<file path="src/rtl/vanilla_decode_queue.sv">
// Decode buffer between fetch and the vanilla issue stage: decodes on enqueue,
// stores instruction/PC/decode/fp_decode/illegal in a flop FIFO, counts illegal ops.
module vanilla_decode_queue #(
  parameter int els_p               = 4,
  parameter int pc_width_p          = 22,
  parameter bit fp_en_p             = 1'b1,
  parameter bit amo_en_p            = 1'b1,
  parameter int illegal_cnt_width_p = 8,
  localparam int decode_width_lp    = 25,
  localparam int fp_decode_width_lp = 9,
  localparam int cnt_w_lp           = $clog2(els_p + 1)
) (
  input  logic                           clk_i,
  input  logic                           reset_i,
  input  logic                           flush_i,
  input  logic                           v_i,
  input  logic [31:0]                    instr_i,
  input  logic [pc_width_p-1:0]          pc_i,
  output logic                           ready_o,
  output logic                           v_o,
  output logic [31:0]                    instr_o,
  output logic [pc_width_p-1:0]          pc_o,
  output logic [decode_width_lp-1:0]     decode_o,
  output logic [fp_decode_width_lp-1:0]  fp_decode_o,
  output logic                           illegal_o,
  input  logic                           yumi_i,
  output logic [cnt_w_lp-1:0]            count_o,
  output logic [illegal_cnt_width_p-1:0] illegal_count_o
);

  localparam int ptr_w_lp = $clog2(els_p);

  localparam logic [6:0] OP_LUI      = 7'b0110111;
  localparam logic [6:0] OP_AUIPC    = 7'b0010111;
  localparam logic [6:0] OP_JAL      = 7'b1101111;
  localparam logic [6:0] OP_JALR     = 7'b1100111;
  localparam logic [6:0] OP_BRANCH   = 7'b1100011;
  localparam logic [6:0] OP_LOAD     = 7'b0000011;
  localparam logic [6:0] OP_STORE    = 7'b0100011;
  localparam logic [6:0] OP_OP       = 7'b0110011;
  localparam logic [6:0] OP_OP_IMM   = 7'b0010011;
  localparam logic [6:0] OP_AMO      = 7'b0101111;
  localparam logic [6:0] OP_SYSTEM   = 7'b1110011;
  localparam logic [6:0] OP_MISC_MEM = 7'b0001111;
  localparam logic [6:0] OP_LOAD_FP  = 7'b0000111;
  localparam logic [6:0] OP_STORE_FP = 7'b0100111;
  localparam logic [6:0] OP_OP_FP    = 7'b1010011;
  localparam logic [6:0] OP_FMADD    = 7'b1000011;
  localparam logic [6:0] OP_FMSUB    = 7'b1000111;
  localparam logic [6:0] OP_FNMSUB   = 7'b1001011;
  localparam logic [6:0] OP_FNMADD   = 7'b1001111;

  typedef enum logic [4:0] {
    FADD, FSUB, FMUL, FDIV, FSQRT, FSGNJ, FSGNJN, FSGNJX, FMIN, FMAX,
    FEQ, FLT, FLE, FCLASS, FCVT_W_S, FCVT_WU_S, FCVT_S_W, FCVT_S_WU,
    FMV_X_W, FMV_W_X, FMADD_OP, FMSUB_OP, FNMSUB_OP, FNMADD_OP
  } fpu_op_e;

  // write_rd/read_rs1/read_rs2 occupy the three most significant bits.
  typedef struct packed {
    logic write_rd;
    logic read_rs1;
    logic read_rs2;
    logic write_frd;
    logic read_frs1;
    logic read_frs2;
    logic read_frs3;
    logic is_load_op;
    logic is_store_op;
    logic is_byte_op;
    logic is_hex_op;
    logic is_load_unsigned;
    logic is_branch_op;
    logic is_jal_op;
    logic is_jalr_op;
    logic is_md_op;
    logic is_fp_op;
    logic is_amo_op;
    logic is_lr_op;
    logic is_lr_aq_op;
    logic is_fence_op;
    logic is_fence_i_op;
    logic is_csr_op;
    logic is_mret_op;
    logic unsupported;
  } decode_s;

  typedef struct packed {
    fpu_op_e fpu_op;
    logic    is_fpu_float_op;
    logic    is_fpu_int_op;
    logic    is_fdiv_op;
    logic    is_fsqrt_op;
  } fp_decode_s;

  typedef struct packed {
    logic [31:0]           instr;
    logic [pc_width_p-1:0] pc;
    decode_s               dec;
    fp_decode_s            fpd;
    logic                  illegal;
  } entry_s;

  logic [6:0] w_opcode;
  logic [2:0] w_funct3;
  logic [6:0] w_funct7;
  logic [4:0] w_funct5;
  logic [4:0] w_rs2;
  decode_s    w_dec;
  fp_decode_s w_fpd;
  logic       w_known_op;
  logic       w_illegal;

  assign w_opcode = instr_i[6:0];
  assign w_funct3 = instr_i[14:12];
  assign w_funct7 = instr_i[31:25];
  assign w_funct5 = instr_i[31:27];
  assign w_rs2    = instr_i[24:20];

  always_comb begin
    w_dec = '0;
    w_fpd = '0;
    case (w_opcode)
      OP_LUI, OP_AUIPC: w_dec.write_rd = 1'b1;
      OP_JAL: begin
        w_dec.write_rd  = 1'b1;
        w_dec.is_jal_op = 1'b1;
      end
      OP_JALR: begin
        w_dec.write_rd    = 1'b1;
        w_dec.read_rs1    = 1'b1;
        w_dec.is_jalr_op  = 1'b1;
        w_dec.unsupported = (w_funct3 != 3'b000);
      end
      OP_BRANCH: begin
        w_dec.read_rs1     = 1'b1;
        w_dec.read_rs2     = 1'b1;
        w_dec.is_branch_op = 1'b1;
        w_dec.unsupported  = (w_funct3[2:1] == 2'b01);
      end
      OP_LOAD: begin
        w_dec.write_rd         = 1'b1;
        w_dec.read_rs1         = 1'b1;
        w_dec.is_load_op       = 1'b1;
        w_dec.is_byte_op       = (w_funct3[1:0] == 2'b00);
        w_dec.is_hex_op        = (w_funct3[1:0] == 2'b01);
        w_dec.is_load_unsigned = w_funct3[2];
        w_dec.unsupported      = (w_funct3[1:0] == 2'b11) || (w_funct3 == 3'b110);
      end
      OP_STORE: begin
        w_dec.read_rs1    = 1'b1;
        w_dec.read_rs2    = 1'b1;
        w_dec.is_store_op = 1'b1;
        w_dec.is_byte_op  = (w_funct3[1:0] == 2'b00);
        w_dec.is_hex_op   = (w_funct3[1:0] == 2'b01);
        w_dec.unsupported = w_funct3[2] || (w_funct3[1:0] == 2'b11);
      end
      OP_OP_IMM: begin
        w_dec.write_rd = 1'b1;
        w_dec.read_rs1 = 1'b1;
        if (w_funct3 == 3'b001)
          w_dec.unsupported = (w_funct7 != 7'b0000000);
        else if (w_funct3 == 3'b101)
          w_dec.unsupported = (w_funct7 != 7'b0000000) && (w_funct7 != 7'b0100000);
      end
      OP_OP: begin
        w_dec.write_rd = 1'b1;
        w_dec.read_rs1 = 1'b1;
        w_dec.read_rs2 = 1'b1;
        case (w_funct7)
          7'b0000000: w_dec.unsupported = 1'b0;
          7'b0100000: w_dec.unsupported = (w_funct3 != 3'b000) && (w_funct3 != 3'b101);
          7'b0000001: begin
            // Only the low-half multiply and the divide/remainder group exist here.
            w_dec.is_md_op    = 1'b1;
            w_dec.unsupported = (w_funct3 == 3'b001) || (w_funct3 == 3'b010) ||
                                (w_funct3 == 3'b011);
          end
          default: w_dec.unsupported = 1'b1;
        endcase
      end
      OP_AMO: begin
        w_dec.write_rd = 1'b1;
        w_dec.read_rs1 = 1'b1;
        if (w_funct5 == 5'b00010) begin
          w_dec.is_lr_op    = ~instr_i[26];
          w_dec.is_lr_aq_op = instr_i[26];
          w_dec.unsupported = (w_rs2 != 5'd0);
        end else begin
          w_dec.read_rs2    = 1'b1;
          w_dec.is_amo_op   = 1'b1;
          w_dec.unsupported = !(w_funct5 inside {5'b00001, 5'b00000, 5'b00100, 5'b01000,
                                                 5'b01100, 5'b10000, 5'b10100, 5'b11000,
                                                 5'b11100});
        end
        w_dec.unsupported = w_dec.unsupported || (w_funct3 != 3'b010);
      end
      OP_SYSTEM: begin
        if (w_funct3 == 3'b000) begin
          w_dec.is_mret_op  = (instr_i == 32'h30200073);
          w_dec.unsupported = (instr_i != 32'h30200073);
        end else begin
          w_dec.is_csr_op   = 1'b1;
          w_dec.write_rd    = 1'b1;
          w_dec.read_rs1    = ~w_funct3[2];
          w_dec.unsupported = (w_funct3 == 3'b100);
        end
      end
      OP_MISC_MEM: begin
        w_dec.is_fence_op   = (w_funct3 == 3'b000);
        w_dec.is_fence_i_op = (w_funct3 == 3'b001);
        w_dec.unsupported   = (w_funct3[2:1] != 2'b00);
      end
      OP_LOAD_FP: begin
        w_dec.read_rs1    = 1'b1;
        w_dec.write_frd   = 1'b1;
        w_dec.is_load_op  = 1'b1;
        w_dec.unsupported = (w_funct3 != 3'b010);
      end
      OP_STORE_FP: begin
        w_dec.read_rs1    = 1'b1;
        w_dec.read_frs2   = 1'b1;
        w_dec.is_store_op = 1'b1;
        w_dec.unsupported = (w_funct3 != 3'b010);
      end
      OP_FMADD, OP_FMSUB, OP_FNMSUB, OP_FNMADD: begin
        w_dec.is_fp_op        = 1'b1;
        w_dec.write_frd       = 1'b1;
        w_dec.read_frs1       = 1'b1;
        w_dec.read_frs2       = 1'b1;
        w_dec.read_frs3       = 1'b1;
        w_dec.unsupported     = (w_funct7[1:0] != 2'b00);
        w_fpd.is_fpu_float_op = 1'b1;
        w_fpd.fpu_op = (w_opcode == OP_FMADD)  ? FMADD_OP :
                       (w_opcode == OP_FMSUB)  ? FMSUB_OP :
                       (w_opcode == OP_FNMSUB) ? FNMSUB_OP : FNMADD_OP;
      end
      OP_OP_FP: begin
        w_dec.is_fp_op    = 1'b1;
        w_dec.unsupported = (w_funct7[1:0] != 2'b00);
        case (w_funct7[6:2])
          5'b00000, 5'b00001, 5'b00010, 5'b00011, 5'b00100, 5'b00101: begin
            w_dec.write_frd       = 1'b1;
            w_dec.read_frs1       = 1'b1;
            w_dec.read_frs2       = 1'b1;
            w_fpd.is_fpu_float_op = 1'b1;
            w_fpd.is_fdiv_op      = (w_funct7[6:2] == 5'b00011);
            case (w_funct7[6:2])
              5'b00000: w_fpd.fpu_op = FADD;
              5'b00001: w_fpd.fpu_op = FSUB;
              5'b00010: w_fpd.fpu_op = FMUL;
              5'b00011: w_fpd.fpu_op = FDIV;
              5'b00100: w_fpd.fpu_op = (w_funct3 == 3'b000) ? FSGNJ :
                                       (w_funct3 == 3'b001) ? FSGNJN : FSGNJX;
              default:  w_fpd.fpu_op = (w_funct3 == 3'b000) ? FMIN : FMAX;
            endcase
            if (w_funct7[6:2] == 5'b00100)
              w_dec.unsupported = w_dec.unsupported || (w_funct3 > 3'b010);
            if (w_funct7[6:2] == 5'b00101)
              w_dec.unsupported = w_dec.unsupported || (w_funct3 > 3'b001);
          end
          5'b01011: begin
            w_dec.write_frd       = 1'b1;
            w_dec.read_frs1       = 1'b1;
            w_fpd.is_fpu_float_op = 1'b1;
            w_fpd.is_fsqrt_op     = 1'b1;
            w_fpd.fpu_op          = FSQRT;
            w_dec.unsupported     = w_dec.unsupported || (w_rs2 != 5'd0);
          end
          5'b10100: begin
            w_dec.write_rd      = 1'b1;
            w_dec.read_frs1     = 1'b1;
            w_dec.read_frs2     = 1'b1;
            w_fpd.is_fpu_int_op = 1'b1;
            w_fpd.fpu_op = (w_funct3 == 3'b000) ? FLE : (w_funct3 == 3'b001) ? FLT : FEQ;
            w_dec.unsupported   = w_dec.unsupported || (w_funct3 > 3'b010);
          end
          5'b11000: begin
            w_dec.write_rd      = 1'b1;
            w_dec.read_frs1     = 1'b1;
            w_fpd.is_fpu_int_op = 1'b1;
            w_fpd.fpu_op        = w_rs2[0] ? FCVT_WU_S : FCVT_W_S;
            w_dec.unsupported   = w_dec.unsupported || (w_rs2[4:1] != 4'd0);
          end
          5'b11100: begin
            w_dec.write_rd      = 1'b1;
            w_dec.read_frs1     = 1'b1;
            w_fpd.is_fpu_int_op = 1'b1;
            w_fpd.fpu_op        = w_funct3[0] ? FCLASS : FMV_X_W;
            w_dec.unsupported   = w_dec.unsupported || (w_funct3[2:1] != 2'b00);
          end
          5'b11010, 5'b11110: begin
            // Integer-sourced ops produce an FP result, so they retire as float ops.
            w_dec.write_frd       = 1'b1;
            w_dec.read_rs1        = 1'b1;
            w_fpd.is_fpu_float_op = 1'b1;
            if (w_funct7[6:2] == 5'b11110) begin
              w_fpd.fpu_op      = FMV_W_X;
              w_dec.unsupported = w_dec.unsupported || (w_funct3 != 3'b000);
            end else begin
              w_fpd.fpu_op      = w_rs2[0] ? FCVT_S_WU : FCVT_S_W;
              w_dec.unsupported = w_dec.unsupported || (w_rs2[4:1] != 4'd0);
            end
          end
          default: w_dec.unsupported = 1'b1;
        endcase
      end
      default: w_dec.unsupported = 1'b1;
    endcase
  end

  assign w_known_op = w_opcode inside {OP_LUI, OP_AUIPC, OP_JAL, OP_JALR, OP_BRANCH,
                                       OP_LOAD, OP_STORE, OP_OP, OP_OP_IMM, OP_AMO,
                                       OP_SYSTEM, OP_MISC_MEM, OP_LOAD_FP, OP_STORE_FP,
                                       OP_OP_FP, OP_FMADD, OP_FMSUB, OP_FNMSUB, OP_FNMADD};

  assign w_illegal = w_dec.unsupported || !w_known_op ||
                     (!fp_en_p && (w_dec.is_fp_op || (w_opcode == OP_LOAD_FP) ||
                                   (w_opcode == OP_STORE_FP))) ||
                     (!amo_en_p && (w_dec.is_amo_op || w_dec.is_lr_op || w_dec.is_lr_aq_op));

  entry_s                         r_mem [els_p];
  logic [ptr_w_lp-1:0]            r_wptr;
  logic [ptr_w_lp-1:0]            r_rptr;
  logic [cnt_w_lp-1:0]            r_count;
  logic [illegal_cnt_width_p-1:0] r_illegal_cnt;
  logic                           w_full;
  logic                           w_enq;
  logic                           w_deq;
  entry_s                         w_new;
  entry_s                         w_head;

  assign w_full  = (r_count == cnt_w_lp'(els_p));
  assign ready_o = ~w_full & ~reset_i;
  assign v_o     = (r_count != '0);
  assign w_enq   = v_i & ready_o & ~flush_i;
  assign w_deq   = yumi_i & v_o & ~flush_i;

  assign w_new = '{instr: instr_i, pc: pc_i, dec: w_dec, fpd: w_fpd, illegal: w_illegal};

  always_ff @(posedge clk_i) begin
    if (reset_i) begin
      r_wptr        <= '0;
      r_rptr        <= '0;
      r_count       <= '0;
      r_illegal_cnt <= '0;
    end else if (flush_i) begin
      r_rptr  <= r_wptr;
      r_count <= '0;
    end else begin
      if (w_enq) r_wptr <= r_wptr + ptr_w_lp'(1);
      if (w_deq) r_rptr <= r_rptr + ptr_w_lp'(1);
      if (w_enq && !w_deq)      r_count <= r_count + cnt_w_lp'(1);
      else if (!w_enq && w_deq) r_count <= r_count - cnt_w_lp'(1);
      if (w_enq && w_illegal && (r_illegal_cnt != '1))
        r_illegal_cnt <= r_illegal_cnt + illegal_cnt_width_p'(1);
    end
  end

  always_ff @(posedge clk_i) begin
    if (w_enq) r_mem[r_wptr] <= w_new;
  end

  always_ff @(posedge clk_i) begin
    if (!reset_i) assert (!(yumi_i && !v_o));
  end

  assign w_head          = r_mem[r_rptr];
  assign instr_o         = w_head.instr;
  assign pc_o            = w_head.pc;
  assign decode_o        = w_head.dec;
  assign fp_decode_o     = w_head.fpd;
  assign illegal_o       = w_head.illegal;
  assign count_o         = r_count;
  assign illegal_count_o = r_illegal_cnt;

endmodule
</file>
<file path="config.mk">
export PLATFORM = sky130hd
export DESIGN_NAME = vanilla_decode_queue
export DESIGN_NICKNAME = d
export VERILOG_FILES = /design/src/rtl/vanilla_decode_queue.sv
export SDC_FILE = /design/constraint.sdc
export NUM_CORES = 1
export LEC_CHECK = 0
export ABC_AREA = 1
export CAP_MARGIN = 20
export CELL_PAD_IN_SITES_DETAIL_PLACEMENT = 0
export CELL_PAD_IN_SITES_GLOBAL_PLACEMENT = 2
export CORE_UTILIZATION = 39
export CTS_BUF_LIST = sky130_fd_sc_hd__clkbuf_16
export CTS_CLUSTER_DIAMETER = 40
export CTS_CLUSTER_SIZE = 14
export DETAILED_ROUTE_END_ITERATION = 12
export HOLD_SLACK_MARGIN = 0.03
export PLACE_DENSITY_LB_ADDON = 0.05
export SLEW_MARGIN = 20
export SYNTH_ARGS = -nofsm -noshare
export SYNTH_HDL_FRONTEND = slang
export SYNTH_SLANG_ARGS = --single-unit
</file>
<file path="constraint.sdc">
create_clock -name clk_i -period 7.9 [get_ports clk_i]
set_input_delay 1.58 -clock clk_i [delete_from_list [all_inputs] [get_ports clk_i]]
set_output_delay 1.58 -clock clk_i [all_outputs]
set_load 0.005 [all_outputs]
</file>
* Yosys cells after proc, flatten, opt, wreduce, memory -nomap -nowiden *
Memory sizes are Yosys's and may differ from the RTL's. A register that Yosys moved wholly into a read port is not among the register bits.
Cells that the tools add are included.

operators by class
  bitwise logic cells = 10
  equal/unequal tests = 51
  reduce and logical (&&, ||, !) cells = 58
  order comparisons = 2
  add/sub/neg operators = 5
  multiplexer cells = 69

operator list
  operator                                                                   number
  7-bit == test, second input constant                                       9
  7-bit by 6-bit == test with 1-bit output, second input constant            6
  1-bit two-way mux                                                          38
  32-bit by 30-bit == test with 1-bit output, second input constant          1
  32-bit by 30-bit inequality test with 1-bit output, second input constant  1
  5-bit == test, second input constant                                       6
  5-bit case mux with 6 select lines                                         1
  2-bit two-way mux                                                          13
  4-bit case mux with 5 select lines                                         1
  19-bit nonzero test                                                        1
  9-bit OR reduction                                                         2
  5-bit by 4-bit == test with 1-bit output, second input constant            3
  3-bit two-way mux                                                          5
  5-bit OR reduction                                                         3
  7-bit by 5-bit == test with 1-bit output, second input constant            2
  1-bit case mux with 13 select lines                                        1
  3-bit == test, second input constant                                       4
  1-bit logical OR                                                           12
  6-bit case mux with 2 select lines                                         1
  2-bit OR reduction                                                         6
  5-bit by 2-bit == test with 1-bit output, second input constant            2
  5-bit by 3-bit == test with 1-bit output, second input constant            2
  10-bit OR reduction                                                        1
  1-bit case mux with 3 select lines                                         3
  other kinds (42)                                                           71

storage, ports and cells
  word-level logic and storage cells = 200
  memories = 1
  bits of input ports = 59
  bits in writable memories = 356
  output and inout bits = 102
  register bits = 15

memories
  memory  words  width  read ports  clocked after memory_dff  wr ports  RTL line  text
  r_mem   4      89     1           1                         1         322       entry_s r_mem [els_p];

* Logic depth before layout (Yosys ltp) *
Gate-level depths: netlist (run 1).

  word-level depth = 13
  mapped depth = 17

* Worst setup path after synthesis (run 1) *
Ideal clock, no wire load.

  path kind = input to register
  from = input reset_i
  to = memory r_mem[0][0] (netlist name), enable pin
  arrival time = 5.786 ns
  data required time = 7.362 ns
  setup slack = 1.576 ns
  path buffers = 0
  stages = 3
  path through = a31oi_1 nand3_1 nor2_1

on the way
  word-level cells in the longest chain between the ends = 6

RTL lines
  element                                  RTL line  text
  from (decl)                              14        input logic reset_i,
  1-bit inverter                           334       assign ready_o = ~w_full & ~reset_i;
  1-bit bitwise AND                        334
  1-bit bitwise AND (2 in series)          336       assign w_enq = v_i & ready_o & ~flush_i;
  1-bit two-way mux                        361       if (w_enq) r_mem[r_wptr] <= w_new;
  1-bit two-way mux (not written as such)  361
  to (decl)                                322

No other way between the ends.

==> results.py, run 1 <==
metrics = {
    "critical_path": {
        "endpoint_kind": "primary output",
        "timing.rr.start": "count_o[0]$_SDFFE_PP0P_",
        "criticalPathCategory": "reg -> out",
        "critPathRequiredTime_ps": 6320,
        "timing.critical_path.mode_cell": "buf_4",
        "crit_path_start_kind": "flip-flop",
        "crit_fanout": 81,
        "worst_r2r_path_depth": 5,
        "r2r_end": "r_mem[3][74]$_DFFE_PP_",
        "crit_chain": "buf_4, buf_4, o21ai_0, o22ai_1, clkdlybuf4s50_1",
        "reg2reg_slack_ps": 4820,
        "slowest_stage": "buf_4",
        "slowest_delay_ps": 740,
        "cp.arrival_ps": 3700,
    },
    "status": {
        "status": "finished, final reports clean",
    },
    "yosys": {
        "yosysSeqAreaShare_pct": 72.10,
        "synthCells": 1248,
        "synth_cell_types": 43,
        "ys_ff_latch": 373,
        "syn_nets": 1314,
        "syn_area_sq_um": 15300,
        "avgSynthCellArea_sq_um": 12.26,
        "yosysWarnings": 0,
    },
    "finish": {
        "layout.nets": 1476,
        "syn_to_final_growth_pct": 25.80,
        "layout.cells.non_filler": 1969,
        "drive_above_1_share_pct": 11.65,
        "num-fill-cells": 3421,
        "antenna_cells": 0,
    },
    "power_and_ir_drop": {
        "finalPower_uw": 4949,
        "p_leak_uw": 0.006744,
        "worst_ir_drop_vdd_mv": 0.1906,
        "power.density_nw_per_um2": 257.1,
    },
    "cts": {
        "htree_num_levels": 2,
        "root_buffer": "clkbuf_16",
        "ctsHoldBuffers": 0,
        "cts.clk_slew.worst_paths_ps": 60,
        "cts_setup_buffers": 0,
        "cts_buffers": 51,
        "ctsResizeCount": 0,
        "clk_latency_ps": 570,
        "tritoncts": "yes",
        "cts.sinks": 373,
        "clockBufferDepth": 3,
    },
    "sta": {
        "hold_viol": 0,
        "setup_viol": 0,
        "fin_skew_ps": 8.884,
        "rsz0062_at_grt": "false",
        "drv_slew": 0,
        "period_needed_ps": 5280,
        "clock.fmax_ghz": 0.1894,
        "relSlewSlack_pct": 30.94,
        "fin_crit_sh_pct": 66.83,
        "tns_ps": 0,
        "worst_slew_pin_slew_ps": 1036,
    },
    "floorplanning": {
        "die_w_microns": 200.1,
        "rows": 72,
        "fp.dieH_microns": 200.1,
        "core_area_sq_um": 38650,
        "start_util_pct": 39.59,
        "ios": 161,
        "die-area_sq_um": 40030,
    },
    "detailed_routing": {
        "route.detailed.drc": 0,
        "dr_wl_met2_microns": 18220,
        "routed.top_layer": "met4",
        "first_pass_iters": 5,
        "drt_iter0_drc": 534,
        "vias_per_cell": 5.092,
        "vias": 10030,
        "met1_length_microns": 17990,
        "route.met3.wl_microns": 1727,
        "post_drt_wl_per_cell_microns": 19.56,
        "antenna_left": 0,
        "wl_microns": 38520,
    },
    "global_routing": {
        "gr-total-overflow": 0,
        "antenna_found_initial": 0,
        "grt_max_degree": 107,
        "grt_usage_pct": 19.44,
        "grt_pass1_wl_microns": 58350,
        "grt_pass1_vias": 9948,
    },
    "min_path": {
        "hold_class": "reg -> reg",
        "hold_path_depth": 2,
        "min_to": "illegal_count_o[5]$_SDFFE_PP0P_",
        "min_from": "illegal_count_o[5]$_SDFFE_PP0P_",
    },
    "place": {
        "portBuffers": 160,
        "globalplace.congestion": 0.8126,
        "hpwl_microns": 23270,
        "dp_cells": 1875,
    },
    "job": {
        "maxCapViolCount": 0,
    },
}
-- power breakdown --
group          switching [uW]  internal, uW
logic                     206           160
clock network             894          1490
registers                14.9          2180
-- cell families after synthesis --
kind of cell             count (synthesis)  synth area share (%)
AND/OR/NAND/NOR                        422                 12.31
flip-flops                             373                 72.10
AO/OA/AOI/OAI                          311                 11.16
buffers and inverters                  127                 3.353
XOR/XNOR                                 8                0.4580
adder cells (fa/ha/maj)                  7                0.6215
-- synthesized netlist by cell type (all sizes together) --
| cell type | number | area share [%] |
|---|---|---|
| edfxtp | 356 | 70 |
| nor2 | 261 | 6.9 |
| o21ai | 193 | 6.3 |
| nand2 | 98 | 2.8 |
| o22ai | 91 | 3.7 |
| inv | 63 | 1.6 |
| clkbuf | 49 | 1.2 |
| nand3 | 49 | 1.9 |
| a21oi | 17 | 0.56 |
| dfxtp | 17 | 2.2 |
| buf | 13 | 0.51 |
| nor3 | 9 | 0.50 |
| ha | 6 | 0.49 |
| xnor2 | 5 | 0.29 |
| nand4 | 4 | 0.16 |
| xor2 | 3 | 0.17 |
| a22oi | 2 | 0.098 |
| a31oi | 2 | 0.12 |
| clkinv | 2 | 0.049 |
| a2111oi | 1 | 0.057 |
| a41oi | 1 | 0.057 |
| fa | 1 | 0.13 |
| o2111ai | 1 | 0.057 |
| o21a | 1 | 0.049 |
| o221ai | 1 | 0.057 |
| o31ai | 1 | 0.049 |
| or3 | 1 | 0.041 |
-- per-stage QoR --
| stage | util, % | area [sq um] | hold WS (ps) | setup slack [ps] |
|---|---|---|---|---|
| floorplan | - | 15300 | 484.2 | 1576 |
| global placement | 45.11 | 17440 | 508.1 | 3019 |
| detailed placement | 45.11 | 17440 | 516.6 | 2938 |
| CTS | 49.80 | 19250 | 529.3 | 2484 |
| global route | 49.80 | 19250 | 565.9 | 2334 |
| finish | 49.80 | 19250 | 525.7 | 2620 |
-- placed cells by master (no fill, tap or decap), drive strengths merged, types with 6 or more instances in the layout --
cell type / instances
inv: 79
clkdlybuf4s50: 160
bufinv: 8
ha: 6
nor2: 261
nand3: 49
clkbuf: 52
o22ai: 91
o21ai: 193
a21oi: 17
nor3: 9
clkinv: 15
edfxtp: 356
buf: 11
dfxtp: 17
nand2: 98
-- critical path, delay by kind of cell, from the launching register on --
family / cells / cell delay, ps
buffers and inverters: 3 / 1880
AOI/OAI and AO/OA: 2 / 500
DFF: 1 / 620
-- metal layers --
metal | track usage, % | vias up
met4 | 5.315 | 0
met3 | 3.528 | 52
met2 | 31.94 | 202
met5 | 0 | -
li1 | - | 4865
met1 | 26.51 | 4908
-- flip-flops by register name, summed over array words and instances (netlist names), named ones only --
signal and cells:
count_o 3, illegal_count_o 8, r_mem 356, r_rptr 2, r_wptr 2
-- worst max path at each step --
stage | cells after the start | to | startpoint
after global placement | 5 | r_mem[3][73]$_DFFE_PP_ | reset_i
after global routing | 5 | instr_o[3] | flip-flop
final | 5 | instr_o[3] | flip-flop
after CTS | 5 | decode_o[23] | flip-flop
after detailed placement | 5 | r_mem[3][73]$_DFFE_PP_ | reset_i
after floorplan | 3 | r_mem[0][0]$_DFFE_PP_ | reset_i
-- area by class of cell --
cell class | count | area [sq um] | share of cell area [%]
multi-input cells | 748 | 3786 | 19.67
clock inverters | 42 | 510.5 | 2.652
repair buffers | 171 | 1709 | 8.880
inverters | 65 | 254.0 | 1.320
clock buffers | 52 | 1301 | 6.761
flip-flops and latches | 373 | 11040 | 57.35
well taps | 518 | 648.1 | 3.367
Note: power is estimated with default switching activity, not from simulation.
==> inputs of run 2 (changes only) <==
- CORE_UTILIZATION: 39 -> 35
- clock period: 7.9 -> 4.35 ns (I/O delays scaled with it)
==> results.py, run 2 (synthesized netlist as in run 1, its figures left out) <==
metrics = {
    "detailed_routing": {
        "vias_per_cell": 4.898,
        "vias": 10080,
        "antenna_left": 0,
        "drt_iter0_drc": 568,
        "route.detailed.drc": 0,
        "post_drt_wl_per_cell_microns": 19.34,
        "wl_microns": 39780,
        "first_pass_iters": 5,
    },
    "finish": {
        "drive_above_1_share_pct": 12.57,
        "layout_common_cells": "edfxtp_1, nor2_1, o21ai_0, clkdlybuf4s50_1, o22ai_1",
        "post-route-util_pct": 45.58,
        "layout_commonest_cell": "edfxtp_1",
        "largest_reg_flops": 356,
        "num-fill-cells": 3919,
        "layout.nets": 1492,
        "largest_register": "r_mem",
        "layout.cells.non_filler": 2057,
        "antenna_cells": 0,
        "syn_to_final_growth_pct": 28.32,
    },
    "critical_path": {
        "critPathRequiredTime_ps": 3480,
        "endpoint_kind": "primary output",
        "cp.arrival_ps": 2870,
        "criticalPathCategory": "reg -> out",
        "crit_fanout": 36,
        "crit_path_start_kind": "flip-flop",
    },
    "sta": {
        "worst_slew_pin_slew_ps": 904.6,
        "fin_crit_sh_pct": 86.07,
        "fin_skew_ps": 27.51,
        "hold_viol": 0,
        "setup_viol": 0,
        "setup_ws_ps": 605.8,
        "period_needed_ps": 3744,
        "rsz0062_at_grt": "false",
        "relSlewSlack_pct": 39.69,
        "drv_slew": 0,
        "clock.fmax_ghz": 0.2671,
    },
    "job": {
        "maxCapViolCount": 0,
    },
    "place": {
        "globalplace.congestion": 0.7907,
        "portBuffers": 160,
        "pre_cts_ws_ps": 721.3,
        "hpwl_microns": 23170,
        "dp_cells": 1953,
    },
    "cts": {
        "cts_buffers": 56,
        "cts.sinks": 373,
        "ctsHoldBuffers": 0,
        "root_buffer": "clkbuf_16",
        "ctsResizeCount": 0,
        "clockBufferDepth": 3,
        "clk_latency_ps": 600,
        "cts.clk_slew.worst_paths_ps": 50,
        "tritoncts": "yes",
        "cts_setup_buffers": 0,
        "htree_num_levels": 2,
    },
    "global_routing": {
        "grt_pass1_wl_microns": 60290,
        "antenna_found_initial": 0,
        "grt_pass1_vias": 9907,
        "grt_max_degree": 179,
        "grt_usage_pct": 18.08,
        "gr-total-overflow": 0,
    },
    "power_and_ir_drop": {
        "power.density_nw_per_um2": 467.6,
        "finalPower_uw": 9181,
        "worst_ir_drop_vdd_mv": 0.2979,
        "p_leak_uw": 0.006887,
    },
    "floorplanning": {
        "core_area_sq_um": 43080,
        "rows": 76,
        "fp.dieH_microns": 211.1,
        "start_util_pct": 35.52,
        "die_w_microns": 211.1,
        "ios": 161,
        "die-area_sq_um": 44550,
    },
    "min_path": {
        "hold_class": "reg -> reg",
    },
    "status": {
        "status": "finished, final reports clean",
    },
}
run 2: routing by layer:
metal | share of wire (%) | global-route usage (%) | wire, microns
met1 | 46 | 24.24 | 18160
met2 | 48 | 29.54 | 19050
met3 | 4.4 | 3.598 | 1735
met4 | 2.1 | 5.547 | 840
met5 | 0 | 0 | 0
run 2: worst paths after layout:
path	from	cells past startpoint	slack [ps]	end
hold reg to reg	count_o[2]$_SDFFE_PP0P_	2	500	count_o[2]$_SDFFE_PP0P_
setup reg to reg	count_o[0]$_SDFFE_PP0P_	12	1990	count_o[2]$_SDFFE_PP0P_
hold / removal	count_o[2]$_SDFFE_PP0P_	2	500	count_o[2]$_SDFFE_PP0P_
setup / recovery	flip-flop	4	610	decode_o[18]
run 2: layout make-up:
type / instances / area [sq um] / share of cell area [%]
multi-input cells: 748 / 3786 / 19.28
flip-flops and latches: 373 / 11040 / 56.21
clock buffers: 58 / 1451 / 7.393
well taps: 585 / 732.0 / 3.728
repair buffers: 182 / 1892 / 9.636
clock inverters: 46 / 481.7 / 2.454
inverters: 65 / 254.0 / 1.294
run 2: where the power goes:
part | total (uW) | internal (uW) | switching, uW
logic | 682 | 300 | 382
registers | 3990 | 3970 | 18.2
clock network | 4510 | 2860 | 1650
total | 9180 | 7130 | 2050
run 2: critical path, stage by stage (launching register included):
cell and delay (ps):
dfxtp_2 720, buf_4 490, o21ai_0 150, o22ai_1 330, clkdlybuf4s50_1 580
run 2: per-stage QoR:
step           hold slack [ps]  setup TNS, ps  instance area (sq um)
2_1_floorplan            484.2        -449940                  15300
3_3_place_gp             507.2              0                  17700
3_5_place_dp             507.4              0                  17700
4_1_cts                  515.2              0                  19630
5_1_grt                  547.0              0                  19630
6_report                 504.9              0                  19630
==> inputs of run 3 (changes only) <==
- SLEW_MARGIN: 20 -> default
==> results of run 3 <==
Same layout as run 2: the final DEF is identical, and so are final timing and power.
